`src/rtl/rf_write_arbiter.sv`:
```
// Register-file write-port arbiter: WB writes first, MDU results wait in an in-order buffer and drain into idle cycles.
// Optional starvation guard under RF_ARB_STARVE_GUARD_EN forces an MDU grant (and stalls WB) after STARVE_LIMIT denials.
module rf_write_arbiter #(
  parameter int DATA_W       = 32,
  parameter int ADDR_W       = 5,
  parameter int FIFO_DEPTH   = 2,
  parameter int STARVE_LIMIT = 4
) (
  input  logic                               clk,
  input  logic                               reset,
  input  logic                               wb_valid,
  input  logic [ADDR_W-1:0]                  wb_dest,
  input  logic [DATA_W-1:0]                  wb_data,
  output logic                               wb_stall,
  input  logic                               mdu_valid,
  output logic                               mdu_ready,
  input  logic [ADDR_W-1:0]                  mdu_dest,
  input  logic [DATA_W-1:0]                  mdu_data,
  output logic                               rf_we,
  output logic [ADDR_W-1:0]                  rf_dest,
  output logic [DATA_W-1:0]                  rf_data,
  output logic [$clog2(FIFO_DEPTH+1)-1:0]    fifo_count,
  output logic                               busy
);

  localparam int CW = $clog2(FIFO_DEPTH + 1);
  localparam int PW = (FIFO_DEPTH > 1) ? $clog2(FIFO_DEPTH) : 1;
  localparam logic [CW-1:0] DEPTH_C = CW'(FIFO_DEPTH);
  localparam logic [PW-1:0] LAST_C  = PW'(FIFO_DEPTH - 1);

  logic              ent_vld  [FIFO_DEPTH];
  logic [ADDR_W-1:0] ent_dest [FIFO_DEPTH];
  logic [DATA_W-1:0] ent_data [FIFO_DEPTH];
  logic [PW-1:0]     rd_ptr, wr_ptr;
  logic [CW-1:0]     count;

  logic head_valid, wb_req, force_grant;
  logic grant_wb, grant_head, push, pop;

  assign head_valid = (count != '0) && ent_vld[rd_ptr];
  assign wb_req     = wb_valid && (wb_dest != '0);
  assign mdu_ready  = !reset && (count < DEPTH_C);
  // Dest-0 results complete the handshake but are dropped here.
  assign push       = mdu_valid && mdu_ready && (mdu_dest != '0);
  assign pop        = grant_head || ((count != '0) && !ent_vld[rd_ptr]);
  assign fifo_count = count;
  assign busy       = (count != '0);

  always_comb begin
    grant_wb   = 1'b0;
    grant_head = 1'b0;
    if (!reset) begin
      if (force_grant)     grant_head = 1'b1;
      else if (wb_req)     grant_wb   = 1'b1;
      else if (head_valid) grant_head = 1'b1;
    end
    rf_we   = grant_wb || grant_head;
    rf_dest = '0;
    rf_data = '0;
    if (grant_wb) begin
      rf_dest = wb_dest;
      rf_data = wb_data;
    end else if (grant_head) begin
      rf_dest = ent_dest[rd_ptr];
      rf_data = ent_data[rd_ptr];
    end
  end

  always_ff @(posedge clk or posedge reset) begin
    if (reset) begin
      rd_ptr <= '0;
      wr_ptr <= '0;
      count  <= '0;
      for (int i = 0; i < FIFO_DEPTH; i++) begin
        ent_vld[i]  <= 1'b0;
        ent_dest[i] <= '0;
        ent_data[i] <= '0;
      end
    end else begin
      // A granted WB write is younger than every buffered result, so same-dest entries are stale.
      for (int i = 0; i < FIFO_DEPTH; i++) begin
        if (grant_wb && ent_vld[i] && (ent_dest[i] == wb_dest)) ent_vld[i] <= 1'b0;
      end
      if (pop) begin
        ent_vld[rd_ptr] <= 1'b0;
        rd_ptr          <= (rd_ptr == LAST_C) ? '0 : rd_ptr + 1'b1;
      end
      if (push) begin
        ent_vld[wr_ptr]  <= 1'b1;
        ent_dest[wr_ptr] <= mdu_dest;
        ent_data[wr_ptr] <= mdu_data;
        wr_ptr           <= (wr_ptr == LAST_C) ? '0 : wr_ptr + 1'b1;
      end
      case ({push, pop})
        2'b10:   count <= count + 1'b1;
        2'b01:   count <= count - 1'b1;
        default: count <= count;
      endcase
    end
  end

`ifdef RF_ARB_STARVE_GUARD_EN
  localparam int SW = $clog2(STARVE_LIMIT + 1);
  localparam logic [SW-1:0] LIMIT_C = SW'(STARVE_LIMIT);

  logic [SW-1:0] starve_cnt;

  assign force_grant = head_valid && (starve_cnt == LIMIT_C);
  assign wb_stall    = !reset && force_grant;

  always_ff @(posedge clk or posedge reset) begin
    if (reset)                          starve_cnt <= '0;
    else if (grant_head || !head_valid) starve_cnt <= '0;
    else if (starve_cnt != LIMIT_C)     starve_cnt <= starve_cnt + 1'b1;
  end
`else
  assign force_grant = 1'b0;
  assign wb_stall    = 1'b0;
`endif

endmodule

```
`config.mk`:
```
export PLATFORM = sky130hd
export DESIGN_NAME = rf_write_arbiter
export DESIGN_NICKNAME = d
export VERILOG_FILES = /design/src/rtl/rf_write_arbiter.sv
export SDC_FILE = /design/constraint.sdc
export NUM_CORES = 1
export LEC_CHECK = 0
export BUFFER_PORTS_ARGS = -buffer_cell sky130_fd_sc_hd__buf_2
export CORE_MARGIN = 1
export CORE_UTILIZATION = 40
export DETAILED_ROUTE_END_ITERATION = 10
export PLACE_DENSITY = 0.62
export SLEW_MARGIN = 20
export SYNTH_ARGS = -nofsm -noshare
export SYNTH_HDL_FRONTEND = slang
export SYNTH_SLANG_ARGS = --single-unit
export TNS_END_PERCENT = 5
```
`constraint.sdc`:
```
create_clock -name clk -period 3.6 [get_ports clk]
set_input_delay 0 -clock clk [delete_from_list [all_inputs] [get_ports clk]]
set_output_delay 0 -clock clk [all_outputs]
set_load 0.01 [all_outputs]
```
==> results of run 1 <==
## per-layer routing
layer,global-route usage,vias up
li1,-,1482
met1,0.2346,1498
met2,0.2985,75
met3,0.02847,10
met4,0.06934,0
met5,0,-
## critical path, stage by stage
cell	delay (ns)
dlygate4sd3_1	0.53
buf_2	0.14
or4_1	0.61
o2111ai_4	0.21
buf_4	0.52
mux2_2	0.40
## per-stage QoR
| stage | setup slack (ns) | area (sq um) |
|---|---|---|
| final | 1.401 | 5426 |
| after global routing | 1.216 | 5426 |
| after CTS | 1.418 | 5413 |
| after detailed placement | 1.490 | 4780 |
| after global placement | 1.544 | 4780 |
| after floorplan | 0.4036 | 4068 |
## worst max-delay path by stage
stage / end / slack, ns / depth (start not counted)
CTS: ent_data[18]$_DFFE_PP0P_ / 1.42 / 6
floorplan: rf_data[11] / 0.40 / 6
finish: ent_data[4]$_DFFE_PP0P_ / 1.40 / 6
detailed placement: ent_data[56]$_DFFE_PP0P_ / 1.49 / 5
global placement: ent_data[44]$_DFFE_PP0P_ / 1.54 / 5
global route: rf_data[21] / 1.22 / 7
## layout make-up
class | instances | area [sq um]
inverter | 3 | 12.51
clock inverter | 6 | 115.1
tap | 133 | 166.4
sequential | 80 | 2003
clock buffer | 10 | 137.6
fill | 892 | 4393
multi-input combinational | 232 | 1964
timing repair buffer | 163 | 1027
## Yosys cell counts (all sizes together) (3+ instances only)
| cell | n | area [sq um] |
|---|---|---|
| nor2 | 6 | 25.03 |
| xnor2 | 7 | 61.31 |
| inv | 3 | 11.26 |
| mux2 | 75 | 915.9 |
| dfrtp | 80 | 2002 |
| nand2 | 39 | 146.4 |
| xor2 | 7 | 61.31 |
| clkbuf | 11 | 41.29 |
| buf | 11 | 82.57 |
| mux2i | 37 | 370.4 |
| o21ai | 40 | 200.2 |
| nor3 | 3 | 20.02 |
| a21oi | 4 | 20.02 |
## cells by family after synthesis
family	after synthesis	synth area share
xor+xnor	14	0.03015
buf+inv	25	0.03322
compound gates	50	0.06706
flops	80	0.4922
other cells	1	0.0009219
simple gates	54	0.05722
fa+ha+maj	1	0.003075
mux	112	0.3162
## power by group through the flow
stage / clock, W / combinational [W] / sequential, W
finish: 0.000821 / 0.00149 / 0.00162
global route: 0.000879 / 0.00163 / 0.00169
global placement: 0 / 0.00144 / 0.00162
floorplan: 0 / 0.00115 / 0.00157
detailed placement: 0 / 0.00147 / 0.00164
CTS: 0.000845 / 0.00151 / 0.00162
## state kept, by name, indices dropped and copies added (netlist names)
name / count
ent_data: 64
rd_ptr: 1
fifo_count: 2
wr_ptr: 1
ent_dest: 10
ent_vld: 2
==> flow_summary.ini, run 1 <==
[outcome]
status = complete, no violations

[clock_network]
post_cts_resized = 0
cts_tree = built
cts_max_level = 3
holdBufCountCts = 38
root_buffer = clkbuf_8
numCtsBuffers = 9
path_clk_slew_ns = 0.08
cts.path.max_buffers = 2
clock-sinks = 80
postCtsSetupBuffers = 0
clk_latency_ns = 0.35

[floorplan]
io_pins = 121
die_x_um = 102.8
initial_core_util = 0.4142
coreArea_sq_um = 9819
die_y_um = 102.8
num_rows = 36
die_area_sq_um = 10580

[logic_synthesis]
synth_nets = 416
avgSynthCellArea_sq_um = 12.07
synthArstFlopShare = 1.000
synthDistinctLibCells = 34
synth_area_sq_um = 4068
synth_top_flop_cell = dfrtp_1
synth_seq_cells = 80
seq_area_frac_synth = 0.4922
yosysWarnings = 0
synth_edf_count = 0
synthCells = 337

[final_layout]
final_cell_mix = buf_2 (119), dfrtp_1 (79), mux2_2 (56)
drive_gt1_frac = 0.4534
antenna_cells = 0
final_common_cell = buf_2
num-nets-final = 568
area_growth_pct = 33.41
fin_cells = 627
final_util = 0.5526

[setup_path]
cp_data_required_time_ns = 3.83
critPathLaunch = mdu_dest[1]
critPathKind = in2reg
reg2reg_to = ent_data[52]$_DFFE_PP0P_
cp_max_fo = 38
ff2ff_path_depth = 5
ff2ff_setup_slack_ns = 1.49
reg2reg_from = fifo_count[1]$_DFFE_PP0P_
critPathArrivalTime_ns = 2.43
crit_path_start_kind = primary input
end_kind = register

[hold_path]
hold-path-endpoint = ent_vld[1]$_DFF_PP0_
hp-start = wb_dest[3]
hp-class = in2reg
min_path_cells = 4

[timing]
drv_slew = 0
rsz0062_at_grt = false
setup_violations = 0
skew_ns = 0.006644
fin_tns_setup_ns = 0
slew_headroom = 0.5104
finalCritPeriodShare = 0.6107
fmax_mhz = 454.8
worst_pin_slew_ns = 0.7344
timing_hold_violations_final = 0
holdWs_ns = 0.1485
period_minus_slack_ns = 2.199

[pwr]
p_sw_frac = 0.3140
p_int_w = 0.002697
ir_worst_vdd_mv = 0.3025
p_comb_frac = 0.379
seqPwrFrac = 0.412
switchingPower_w = 0.001235
power_leakage_nw = 2.582
power_w = 0.003932
p_per_area_nw_per_um2 = 724.6
pwr-share-clk = 0.209

[placed_design]
place_inst = 572
place.gp.congestion = 0.7618
numPortBuffers = 119
dpl.hpwl_um = 5711

[drt]
firstDrtPassIters = 4
drc = 0
wl_per_cell_um = 14.60
viasPerCell = 4.888
vias = 3065
wl_met3_um = 326
drt-initial-drc-count = 98
wl_met2_um = 4371
final_antenna_net_count = 0
wl_met1_um = 4337
top_layer = met4
finalWirelength_um = 9156

[global_routing]
grt_pass1_vias = 2935
overflow = 0
track_usage = 0.1790
grt_max_degree = 81
antenna_found_initial = 0
grt_pass1_wl_um = 14360

[run]
cap_violations = 0
(Power assumes the default switching activity.)
==> run 2: changes to the inputs <==
==> constraint.sdc (replaced) <==
create_clock -name clk -period 2.15 [get_ports clk]
set_input_delay 0 -clock clk [delete_from_list [all_inputs] [get_ports clk]]
set_output_delay 0 -clock clk [all_outputs]
set_load 0.01 [all_outputs]
==> run 2 against run 1 <==
Compared with the run above:
- the flow now finishes with violations (hold timing)
- setup slack worse by 1.2 ns
- global-route usage about the same
- wire length down 0.70%
- non-clock buffer count up 2
- clock skew about the same
- sequential cell count unchanged
- total power up 68%
- first-iteration DRC count down 6.1%
- cell area up 1.4%
- count of clock-buffer cells in the layout up 1
==> flow_summary.ini, run 2 (synthesis gave the netlist of run 1 again) <==
[timing]
rsz0062_at_grt = false
worst_pin_slew_ns = 0.7163
holdWs_ns = -0.04022
timing_hold_violations_final = 73
skew_ns = 0.006259
slew_headroom = 0.5224
period_minus_slack_ns = 1.978
fmax_mhz = 505.7
setup_violations = 0
drv_slew = 0
finalCritPeriodShare = 0.9198

[floorplan]
coreArea_sq_um = 9819
initial_core_util = 0.4142
die_x_um = 102.8
io_pins = 121
num_rows = 36
die_y_um = 102.8
die_area_sq_um = 10580

[setup_path]
crit_path_start_kind = primary input
critPathMaxStageDelay_ns = 0.60
reg2reg_from = fifo_count[1]$_DFFE_PP0P_
reg2reg_to = ent_data[54]$_DFFE_PP0P_
critPathKind = in2reg
cp_data_required_time_ns = 2.37
cp_max_fo = 28
ff2ff_path_depth = 5
path_cells = dlygate4sd3_1 > buf_2 > or4_1 > o211ai_2 > nor2_4 > buf_12 > mux2_4
end_kind = register
critPathArrivalTime_ns = 2.20
ff2ff_setup_slack_ns = 0.42
slowest_stage = or4_1

[placed_design]
numPortBuffers = 119
place_inst = 576
place.gp.congestion = 0.7526
dpl.hpwl_um = 6060

[outcome]
violations = hold timing
status = finished, violations left

[pwr]
switchingPower_w = 0.002097
pwr-share-clk = 0.194
power_w = 0.006594
p_int_w = 0.004497
ir_worst_vdd_mv = 0.4569
p_per_area_nw_per_um2 = 1199
p_comb_frac = 0.392
seqPwrFrac = 0.414
power_leakage_nw = 2.597
p_sw_frac = 0.3180

[global_routing]
overflow = 0
grt_max_degree = 81
antenna_found_initial = 0
grt_pass1_vias = 2878
grt_pass1_wl_um = 14310
track_usage = 0.1786

[drt]
drc = 0
vias = 3051
firstDrtPassIters = 4
drt-initial-drc-count = 92
final_antenna_net_count = 0
finalWirelength_um = 9092
wl_per_cell_um = 14.45
viasPerCell = 4.851

[clock_network]
numCtsBuffers = 9
path_clk_slew_ns = 0.08
clk_latency_ns = 0.34
cts.path.max_buffers = 2
cts_max_level = 3
cts_tree = built
root_buffer = clkbuf_8
clock-sinks = 80

[final_layout]
final_cell_mix = buf_2 (119), dfrtp_1 (79), mux2_2 (56)
area_growth_pct = 35.22
num-nets-final = 570
largest_register = ent_data
fin_cells = 629
final_common_cell = buf_2
antenna_cells = 0
drive_gt1_frac = 0.4657
largest_reg_flops = 64
largestRegisters = ent_data (64), ent_dest (10)
final_util = 0.5601

[run]
cap_violations = 0

[hold_path]
hp-class = in2async
==> run 2: worst max-delay path by stage <==
stage | startpoint | end | slack [ns] | cells after the start
final | mdu_dest[1] | ent_data[33]$_DFFE_PP0P_ | 0.17 | 7
after detailed placement | mdu_dest[1] | ent_data[40]$_DFFE_PP0P_ | 0.38 | 6
after floorplan | reset | fifo_count[1]$_DFFE_PP0P_ | -0.20 | 7
after CTS | rd_ptr$_DFFE_PP0N_ | rf_data[7] | 0.02 | 5
after global routing | rd_ptr$_DFFE_PP0N_ | rf_data[13] | 0.07 | 5
after global placement | mdu_dest[1] | ent_data[60]$_DFFE_PP0P_ | 0.41 | 6
==> run 2: what timing repair did <==
item                                   CTS  global route
hold buffers                            37             0
gates resized for setup                  0             2
setup buffers                            0             0
endpoints found under the hold margin   74             0
setup endpoints to repair                0            37
==> run 2: final cells by class <==
class / instances / area (sq um)
inverter: 3 / 15.01
timing repair buffer: 165 / 1079
sequential: 80 / 2003
fill: 900 / 4319
clock buffer: 11 / 151.4
multi-input combinational: 232 / 1998
tap: 133 / 166.4
clock inverter: 5 / 87.58
==> run 2: metal layers <==
metal | global-route usage | part of all wire | wire, um
met4 | 0.05850 | 0.016 | 150
met1 | 0.2487 | 0.48 | 4349
met5 | 0 | 0 | 0
met2 | 0.2821 | 0.47 | 4277
met3 | 0.03322 | 0.035 | 314
==> run 2: critical path: cells and delay by family <==
family / cells / cell delay, ns
AOI/OAI and AO/OA: 1 / 0.35
buffers and inverters: 3 / 0.86
muxes: 1 / 0.31
and+or+nand+nor: 2 / 0.67
==> run 2: power groups by stage <==
stage	Clock, W	Sequential, W	Combinational, W
5_1_grt	0.00138	0.00284	0.00284
3_3_place_gp	0	0.00273	0.00251
6_report	0.00128	0.00273	0.00259
3_5_place_dp	0	0.00275	0.00256
2_1_floorplan	0	0.00262	0.00198
4_1_cts	0.00131	0.00273	0.00261
==> run 2: per-stage QoR <==
| stage | setup WS (ns) | hold WS, ns | setup TNS, ns | instance area, sq um |
|---|---|---|---|---|
| after floorplan | -0.2021 | 0.04409 | -4.063 | 4116 |
| after global placement | 0.4143 | 0.2429 | 0 | 4881 |
| after detailed placement | 0.3751 | 0.2512 | 0 | 4881 |
| after CTS | 0.02297 | 0.06553 | 0 | 5490 |
| after global routing | 0.07325 | 0.02421 | 0 | 5500 |
| final | 0.1724 | -0.04022 | 0 | 5500 |
==> run 3: changes to the inputs <==
--- a/config.mk
+++ b/config.mk
@@ -6,6 +6,7 @@
 export NUM_CORES = 1
 export LEC_CHECK = 0
 export BUFFER_PORTS_ARGS = -buffer_cell sky130_fd_sc_hd__buf_2
+export CORE_ASPECT_RATIO = 1.1
 export CORE_MARGIN = 1
 export CORE_UTILIZATION = 40
 export DETAILED_ROUTE_END_ITERATION = 10
==> run 3 against run 2 <==
Compared with the run above:
- the flow finishes with violations (DRC, hold timing)
- non-clock buffer count unchanged
- sequential share of layout area increased by 0.72 points
- highest routed layer unchanged
- clock power decreased by 26%
- cell area decreased by 1.9%
- global-route usage increased by 0.80 points
- via count increased by 1.7%
- register-to-register slack got worse by 0.05 ns
==> flow_summary.ini, run 3 (synthesis gave the netlist of run 1 again) <==
[outcome]
status = finished, violations left
violations = DRC, hold timing

[timing]
rsz0062_at_grt = false
period_minus_slack_ns = 1.975
skew_ns = 0.005665
drv_slew = 0
fmax_mhz = 506.2
timing_hold_violations_final = 80
fin_tns_setup_ns = 0
setup_violations = 0
slew_headroom = 0.5197
worst_pin_slew_ns = 0.7204
holdWs_ns = -0.05933
finalCritPeriodShare = 0.9188
setup_ws_ns = 0.1747

[setup_path]
cp_data_required_time_ns = 2.38
reg2reg_from = fifo_count[1]$_DFFE_PP0P_
reg2reg_to = ent_data[52]$_DFFE_PP0P_
critPathKind = in2reg
end_kind = register
ff2ff_setup_slack_ns = 0.37
ff2ff_path_depth = 5
cp_max_fo = 15
critPathArrivalTime_ns = 2.21
crit_path_start_kind = primary input

[drt]
wl_per_cell_um = 15.22
top_layer = met4
drt-initial-drc-count = 130
vias = 3104
final_antenna_net_count = 0
viasPerCell = 5.047
drc = 3
wl_met1_um = 4155
firstDrtPassIters = 7
wl_met2_um = 4778
finalWirelength_um = 9358
wl_met3_um = 328

[placed_design]
place.gp.congestion = 0.7766
place_ws_ns = 0.3523
dpl.hpwl_um = 6207
numPortBuffers = 119

[global_routing]
grt_pass1_wl_um = 15280
grt_pass1_vias = 3102
grt_max_degree = 81
overflow = 0
track_usage = 0.1866
antenna_found_initial = 0

[final_layout]
largest_register = ent_data
fillerInstances = 901
drive_gt1_frac = 0.4626
largest_reg_flops = 64
antenna_cells = 0
area_growth_pct = 32.61
final_cell_mix = buf_2 (119), dfrtp_1 (79), mux2_2 (56)
num-nets-final = 570
largestRegisters = ent_data (64), ent_dest (10)
final_common_cell = buf_2

[clock_network]
cts.path.max_buffers = 2
cts_max_level = 3
path_clk_slew_ns = 0.08
numCtsBuffers = 9
root_buffer = clkbuf_8
clk_latency_ns = 0.34
clock-sinks = 80
postCtsSetupBuffers = 0
cts_tree = built

[floorplan]
coreArea_sq_um = 9889
die_area_sq_um = 10580
initial_core_util = 0.4113
io_pins = 121
die_y_um = 107.8
die_x_um = 98.15
num_rows = 38

[pwr]
power_leakage_nw = 2.554
ir_worst_vdd_mv = 0.5282
power_w = 0.006267
p_per_area_nw_per_um2 = 1162

[run]
cap_violations = 0

[hold_path]
hp-class = in2async
## run 3: cell count changes in the layout (fill, tap and decap cells not counted), sizes merged
cell	change
bufinv	-2
clkinv	+1
clkbuf	-1
clkinvlp	+1
## run 3: worst max-delay path by stage
stage	start	end	slack, ns	cells after the start
final	mdu_dest[1]	ent_data[57]$_DFFE_PP0P_	0.17	7
after global routing	rd_ptr$_DFFE_PP0N_	rf_data[3]	0.05	5
after CTS	rd_ptr$_DFFE_PP0N_	rf_data[31]	0.09	5
after detailed placement	mdu_dest[1]	ent_data[59]$_DFFE_PP0P_	0.35	6
after global placement	mdu_dest[1]	ent_data[59]$_DFFE_PP0P_	0.38	6
after floorplan	reset	fifo_count[1]$_DFFE_PP0P_	-0.20	7
## run 3: what timing repair did
action	in CTS	in global routing
setup endpoints to repair	6	1
hold buffers	37	0
pin swaps	0	0
cloned	0	0
hold endpoints to repair	74	0
gates resized for setup	1	1
## run 3: critical path, cell delays in order
cell and delay (ns):
dlygate4sd3_1 0.53, buf_2 0.14, or4_1 0.60, o211ai_2 0.34, nor2_4 0.07, buf_4 0.22, mux2_4 0.31
## run 3: power breakdown
| part | switching [W] | internal [W] |
|---|---|---|
| Clock | 0.000539 | 0.000413 |
| Combinational | 0.00110 | 0.00150 |
| Sequential | 0.000451 | 0.00227 |
| Total | 0.00209 | 0.00418 |
## run 3: metal layers
layer | global-route usage | vias to the layer above
met5 | 0 | -
met4 | 0.05117 | 0
met3 | 0.03701 | 8
met2 | 0.3270 | 70
met1 | 0.2346 | 1532
li1 | - | 1494
## run 3: final cells by class
cell class / count / area (sq um) / area share
Multi-Input combinational cell: 232 / 1998 / 0.3704
Timing Repair Buffer: 165 / 1066 / 0.1976
Inverter: 3 / 15.01 / 0.002784
Sequential cell: 80 / 2003 / 0.3714
Tap cell: 120 / 150.1 / 0.02784
Clock inverter: 5 / 33.78 / 0.006263
Clock buffer: 10 / 127.6 / 0.02366
## run 3: metrics by stage
stage          utilization  instances  instance area [sq um]  hold slack (ns)
5_1_grt             0.5454        615                   5394         0.009109
3_3_place_gp        0.4906        563                   4852           0.2446
2_1_floorplan            -        337                   4116          0.04409
4_1_cts             0.5447        615                   5386          0.03757
6_report            0.5454        615                   5394         -0.05933
3_5_place_dp        0.4906        563                   4852           0.2502
